**config.mk**
```make
export PLATFORM = sky130hd
export DESIGN_NAME = pipeline_stall_controller
export DESIGN_NICKNAME = d
export VERILOG_FILES = /design/src/rtl/arm_pipe_pkg.sv /design/src/rtl/sat_counter.sv /design/src/rtl/pipeline_stall_controller.sv
export SDC_FILE = /design/constraint.sdc
export NUM_CORES = 1
export LEC_CHECK = 0
export ABC_AREA = 1
export CORE_MARGIN = 5
export CORE_UTILIZATION = 45
export DETAILED_ROUTE_END_ITERATION = 16
export PLACE_DENSITY = 0.7
export SLEW_MARGIN = 20
export SYNTH_ARGS = -nofsm -noshare
export SYNTH_HDL_FRONTEND = slang
export SYNTH_HIERARCHICAL = 1
export SYNTH_SLANG_ARGS = --single-unit
export TNS_END_PERCENT = 1
```
**constraint.sdc**
```tcl
create_clock -name clk -period 2.72 [get_ports clk]
set_clock_uncertainty 0.15 [all_clocks]
set_input_delay 0.544 -clock clk [delete_from_list [all_inputs] [get_ports clk]]
set_output_delay 0.544 -clock clk [all_outputs]
set_load 0.02 [all_outputs]
```
**src/rtl/arm_pipe_pkg.sv**
```systemverilog
// rtl/arm_pipe_pkg.sv - shared state encodings and defaults for the ARM pipeline control logic
//
// Purpose : stall/flush sequencer FSM state encoding and default counter width.
// Contents: ST_RUN, ST_MEM_WAIT, ST_FAULT state constants; CNT_W_DEFAULT.
package arm_pipe_pkg;

    localparam logic [1:0] ST_RUN      = 2'd0;
    localparam logic [1:0] ST_MEM_WAIT = 2'd1;
    localparam logic [1:0] ST_FAULT    = 2'd2;

    localparam int CNT_W_DEFAULT = 16;

endpackage

```
**src/rtl/sat_counter.sv**
```systemverilog
// rtl/sat_counter.sv - saturating up-counter with synchronous clear
//
// Purpose : counts cycles with inc=1, holds at all-ones, clr wins over inc.
// Ports   : clk, rst_n (async active-low), inc, clr, count[W-1:0].
module sat_counter #(
    parameter int W = 16
) (
    input  logic         clk,
    input  logic         rst_n,
    input  logic         inc,
    input  logic         clr,
    output logic [W-1:0] count
);

    logic [W-1:0] count_q;
    logic [W-1:0] count_d;

    always_comb begin
        count_d = count_q;
        if (clr) begin
            count_d = '0;
        end else if (inc && (count_q != {W{1'b1}})) begin
            count_d = count_q + W'(1);
        end
    end

    always_ff @(posedge clk or negedge rst_n) begin
        if (!rst_n) begin
            count_q <= '0;
        end else begin
            count_q <= count_d;
        end
    end

    assign count = count_q;

endmodule

```
**src/rtl/pipeline_stall_controller.sv**
```systemverilog
// rtl/pipeline_stall_controller.sv - stall/flush sequencer for the 5-stage ARM pipeline
//
// Purpose : merges hazard, branch-taken and SRAM handshake into per-stage
//           freeze/flush controls, defers branch flushes across memory stalls,
//           detects hung memory accesses and keeps stall/flush counters.
// Ports   : clk, rst (async active-low), hazard, branch_taken, mem_req,
//           mem_ready, cnt_clr in; freeze_if/id/exe/mem, flush_if_id,
//           flush_id_exe, mem_timeout, state[1:0], stall_cycles, flush_count out.
module pipeline_stall_controller
    import arm_pipe_pkg::*;
#(
    parameter int CNT_W       = CNT_W_DEFAULT,
    parameter int MEM_TIMEOUT = 1024
) (
    input  logic             clk,
    input  logic             rst,
    input  logic             hazard,
    input  logic             branch_taken,
    input  logic             mem_req,
    input  logic             mem_ready,
    input  logic             cnt_clr,
    output logic             freeze_if,
    output logic             freeze_id,
    output logic             freeze_exe,
    output logic             freeze_mem,
    output logic             flush_if_id,
    output logic             flush_id_exe,
    output logic             mem_timeout,
    output logic [1:0]       state,
    output logic [CNT_W-1:0] stall_cycles,
    output logic [CNT_W-1:0] flush_count
);

    localparam int WAIT_W = (MEM_TIMEOUT > 1) ? $clog2(MEM_TIMEOUT) : 1;
    localparam logic [WAIT_W-1:0] WAIT_LAST = WAIT_W'(MEM_TIMEOUT - 1);

    logic [1:0]        state_q, state_d;
    logic              br_pend_q, br_pend_d;
    logic [WAIT_W-1:0] wait_cnt_q, wait_cnt_d;

    logic mem_stall;
    logic hold_all;
    logic br_eff;

    assign mem_stall = ((state_q == ST_RUN) && mem_req && !mem_ready) ||
                       ((state_q == ST_MEM_WAIT) && !mem_ready);
    assign hold_all  = (state_q == ST_FAULT) || mem_stall;
    assign br_eff    = branch_taken || br_pend_q;

    // Mealy control outputs. Everything is forced low while reset is held so
    // the pipeline registers see no spurious freeze/flush during reset.
    always_comb begin
        freeze_if    = 1'b0;
        freeze_id    = 1'b0;
        freeze_exe   = 1'b0;
        freeze_mem   = 1'b0;
        flush_if_id  = 1'b0;
        flush_id_exe = 1'b0;
        if (rst) begin
            if (hold_all) begin
                freeze_if  = 1'b1;
                freeze_id  = 1'b1;
                freeze_exe = 1'b1;
                freeze_mem = 1'b1;
            end else if (br_eff) begin
                // Branch beats hazard: the hazarding instruction is flushed anyway.
                flush_if_id  = 1'b1;
                flush_id_exe = 1'b1;
            end else if (hazard) begin
                freeze_if    = 1'b1;
                flush_id_exe = 1'b1;
            end
        end
    end

    // A branch resolved during a full stall is remembered and flushed on the
    // first cycle the pipeline moves again; further pulses merge into it.
    always_comb begin
        br_pend_d = br_pend_q;
        if (hold_all) begin
            br_pend_d = br_pend_q | branch_taken;
        end else if (br_eff) begin
            br_pend_d = 1'b0;
        end
    end

    always_comb begin
        state_d    = state_q;
        wait_cnt_d = '0;
        case (state_q)
            ST_RUN: begin
                if (mem_req && !mem_ready) begin
                    state_d = ST_MEM_WAIT;
                end
            end
            ST_MEM_WAIT: begin
                if (mem_ready) begin
                    state_d = ST_RUN;
                end else if (wait_cnt_q == WAIT_LAST) begin
                    state_d = ST_FAULT;
                end else begin
                    wait_cnt_d = wait_cnt_q + WAIT_W'(1);
                end
            end
            ST_FAULT: begin
                state_d = ST_FAULT;
            end
            default: begin
                state_d = ST_RUN;
            end
        endcase
    end

    always_ff @(posedge clk or negedge rst) begin
        if (!rst) begin
            state_q    <= ST_RUN;
            br_pend_q  <= 1'b0;
            wait_cnt_q <= '0;
        end else begin
            state_q    <= state_d;
            br_pend_q  <= br_pend_d;
            wait_cnt_q <= wait_cnt_d;
        end
    end

    assign state       = state_q;
    assign mem_timeout = (state_q == ST_FAULT);

    sat_counter #(.W(CNT_W)) u_stall_cnt (
        .clk   (clk),
        .rst_n (rst),
        .inc   (freeze_if),
        .clr   (cnt_clr),
        .count (stall_cycles)
    );

    sat_counter #(.W(CNT_W)) u_flush_cnt (
        .clk   (clk),
        .rst_n (rst),
        .inc   (flush_if_id),
        .clr   (cnt_clr),
        .count (flush_count)
    );

endmodule

```
==> impl_metrics.toml <==
[finish]
drive_gt1_share_pct = 10.5
layout_commonest_cell = "nand2_1"
final_area_sq_um = 3470
final_cell_mix = "130 x nand2_1, 48 x nor2_1, 45 x dfrtp_1, 40 x clkdlybuf4s50_1, 35 x inv_1"
nets = 446
synthToLayoutAreaGrowth_pct = 23.7
layout.cells.non_filler = 512
antenna_cells = 0

[detailed_routing]
drc = 0
wl_per_cell_um = 12.9
wirelength_um = 6630
via_count = 2594
dr.pass1.iters = 4
drt_iter0_drc = 122
postRouteAntennaNets = 0
avgViaCountPerCell = 5.07

[pwr]
switching_share_pct = 31.0
total_power_mw = 1.67
powerDensity_nw_per_um2 = 481
p_comb_share_pct = 24.6
p_int_mw = 1.15
ir_drop_v = 0.000255
switching_power_mw = 0.518
p_leak_nw = 1.62
pwr-share-seq_pct = 43.7
pwr-share-clk_pct = 31.7

[floorplan]
die_area_sq_um = 7910
die_width_um = 88.9
start_util_pct = 46.8
ios = 48
fp.coreArea_sq_um = 5990
die_h_um = 88.9
row_count = 28

[setup_path]
critPathKind = "input port to primary output"
cpPeakStageDelay_ns = 0.42
arrival_ns = 1.94
required_ns = 2.03
startpoint = "mem_ready"
cp-end-kind = "primary output"
cp_max_fo = 4
cp_slowest_cell = "clkdlybuf4s50_1"
rr_startpoint = "state[1]"
cpLargestDelayFamily = "buffers and inverters"
path_cells = "clkdlybuf4s50_1 > nor2_1 > o21ai_0 > nand2_1 > inv_1 > a21oi_1 > buf_4 > clkdlybuf4s15_1"
critPathBufInv = 4
worstSetupStartpointType = "input port"

[synthesis]
synth_area_per_cell_sq_um = 7.36
synth_top_cell_by_area = "dfrtp_1"
yosysWarnings = 6
synth_edf_count = 0
ys_ff_latch = 45
syn-num-nets = 391
yosysSeqAreaShare_pct = 40.2
synth_top_area_share_pct = 40.2
synthCells = 381
ys_top_cells_by_area = "dfrtp_1 40%, nand2_1 17%, nor2_1 6.4%"
synth_flop_cell = "dfrtp_1"
netlist_area_sq_um = 2800
async_flop_share_pct = 100
synth.distinct_cells = 27

[grt]
antenna_found_initial = 0
grt_overflow_total = 0
grtUsageTotal_pct = 18.4
grt_max_degree = 37
grt_pass1_wl_um = 11500
grt_pass1_vias = 2476

[clock_network]
cts_buffers = 5
clock_path_buffers = 2
path_clk_slew_ns = 0.08
ctsHoldBuffers = 0
tritoncts = "yes"
cts_num_sinks = 45
htree_levels = 2
cts_root_buf = "clkbuf_8"
clk_latency_ns = 0.30

[place]
gp_congestion = 0.833
port_buffers = 47
dp_hpwl_um = 4800
place_inst = 504
placed_area_sq_um = 3360

[sta]
hold_viol = 0
timing.final.crit_period_ns = 2.63
tightest_slew_ns = 0.551
grt_setup_unrepaired = "no"
max-slew-margin-rel_pct = 63.2
setup_viol = 0
final_max_slew_viol_count = 0
period_share_pct = 96.8
fmax_ghz = 0.380

[status]
status = "finished clean"

[hold_path]
min_path_type = "input port to async pin"

[run]
maxCapViolations = 0
## power groups by stage
stage | clock network (mW) | logic (mW) | registers (mW)
floorplan | 0 | 0.236 | 0.762
global placement | 0 | 0.425 | 0.742
detailed placement | 0 | 0.429 | 0.742
CTS | 0.547 | 0.414 | 0.730
global route | 0.578 | 0.448 | 0.735
finish | 0.529 | 0.411 | 0.729
## cell type report
| cell class | count | area [sq um] |
|---|---|---|
| clock buffer | 7 | 86.3 |
| clock inverter | 1 | 30.0 |
| fill | 577 | 2520 |
| inverter | 40 | 155 |
| multi-input combinational | 288 | 1450 |
| sequential | 45 | 1130 |
| tap | 75 | 93.8 |
| timing repair buffer | 56 | 527 |
## worst reg2reg max path: cells and delay by family (launching register included)
kind / cells / cell delay [ns]
compound gates: 2 / 0.26
buf+inv: 5 / 0.57
simple gates: 5 / 0.50
flops: 1 / 0.44
## cells by family after synthesis
logic type      after synthesis  synth area share, %
flops                        45                 40.2
buf+inv                      48                 8.12
compound gates               19                 4.55
xor+xnor                     13                 4.06
simple gates                253                 41.8
fa+ha+maj                     3                 1.34
## cell usage after synthesis, types with 5 or more instances
| cell | count |
|---|---|
| nand2_1 | 130 |
| nor2_1 | 48 |
| dfrtp_1 | 45 |
| inv_1 | 35 |
| nand3_1 | 29 |
| nand4_1 | 19 |
| o21ai_0 | 9 |
| xor2_1 | 8 |
| nor2_4 | 6 |
| nand2_2 | 5 |
| nand2_4 | 5 |
| nor3_1 | 5 |
| xnor2_1 | 5 |
## final timing paths
path	to	depth (start not counted)	slack (ns)
setup / recovery	freeze_if	8	0.09
hold / removal	state[0]	2	0.07
setup reg to reg	u_stall_cnt/count[10]	12	0.74
hold reg to reg	wait_cnt_q[0]	1	0.36
max in group asynchronous	u_stall_cnt/count[9]	2	1.87
min in group clk	wait_cnt_q[0]	1	0.36
## routing by layer
metal	global-route usage [%]	part of all wire, %
met1	25.1	49
met2	29.9	46
met3	4.15	4.2
met4	4.47	0.89
met5	0	0
## timing repair
| item | in CTS | in global routing |
|---|---|---|
| setup buffers | 0 | 0 |
| endpoints found under the setup margin | 6 | 1 |
| gates resized for setup | 6 | 1 |
## metrics by stage
step	setup TNS, ns	util, %	hold slack (ns)	setup slack (ns)
after CTS	0	57.9	0.0696	0.0391
after global routing	0	57.9	0.0748	0.000515
final	0	57.9	0.0723	0.0872
after floorplan	0	-	0.0984	0.500
after global placement	-0.509	56.1	0.336	-0.210
after detailed placement	-0.719	56.1	0.344	-0.214
## flip-flops by register name (all words and copies together) (netlist names)
| name | flops |
|---|---|
| u_flush_cnt/count | 16 |
| u_stall_cnt/count | 16 |
| br_pend_q | 1 |
| state | 2 |
| wait_cnt_q | 10 |
Power figures use the tool's default switching activity.
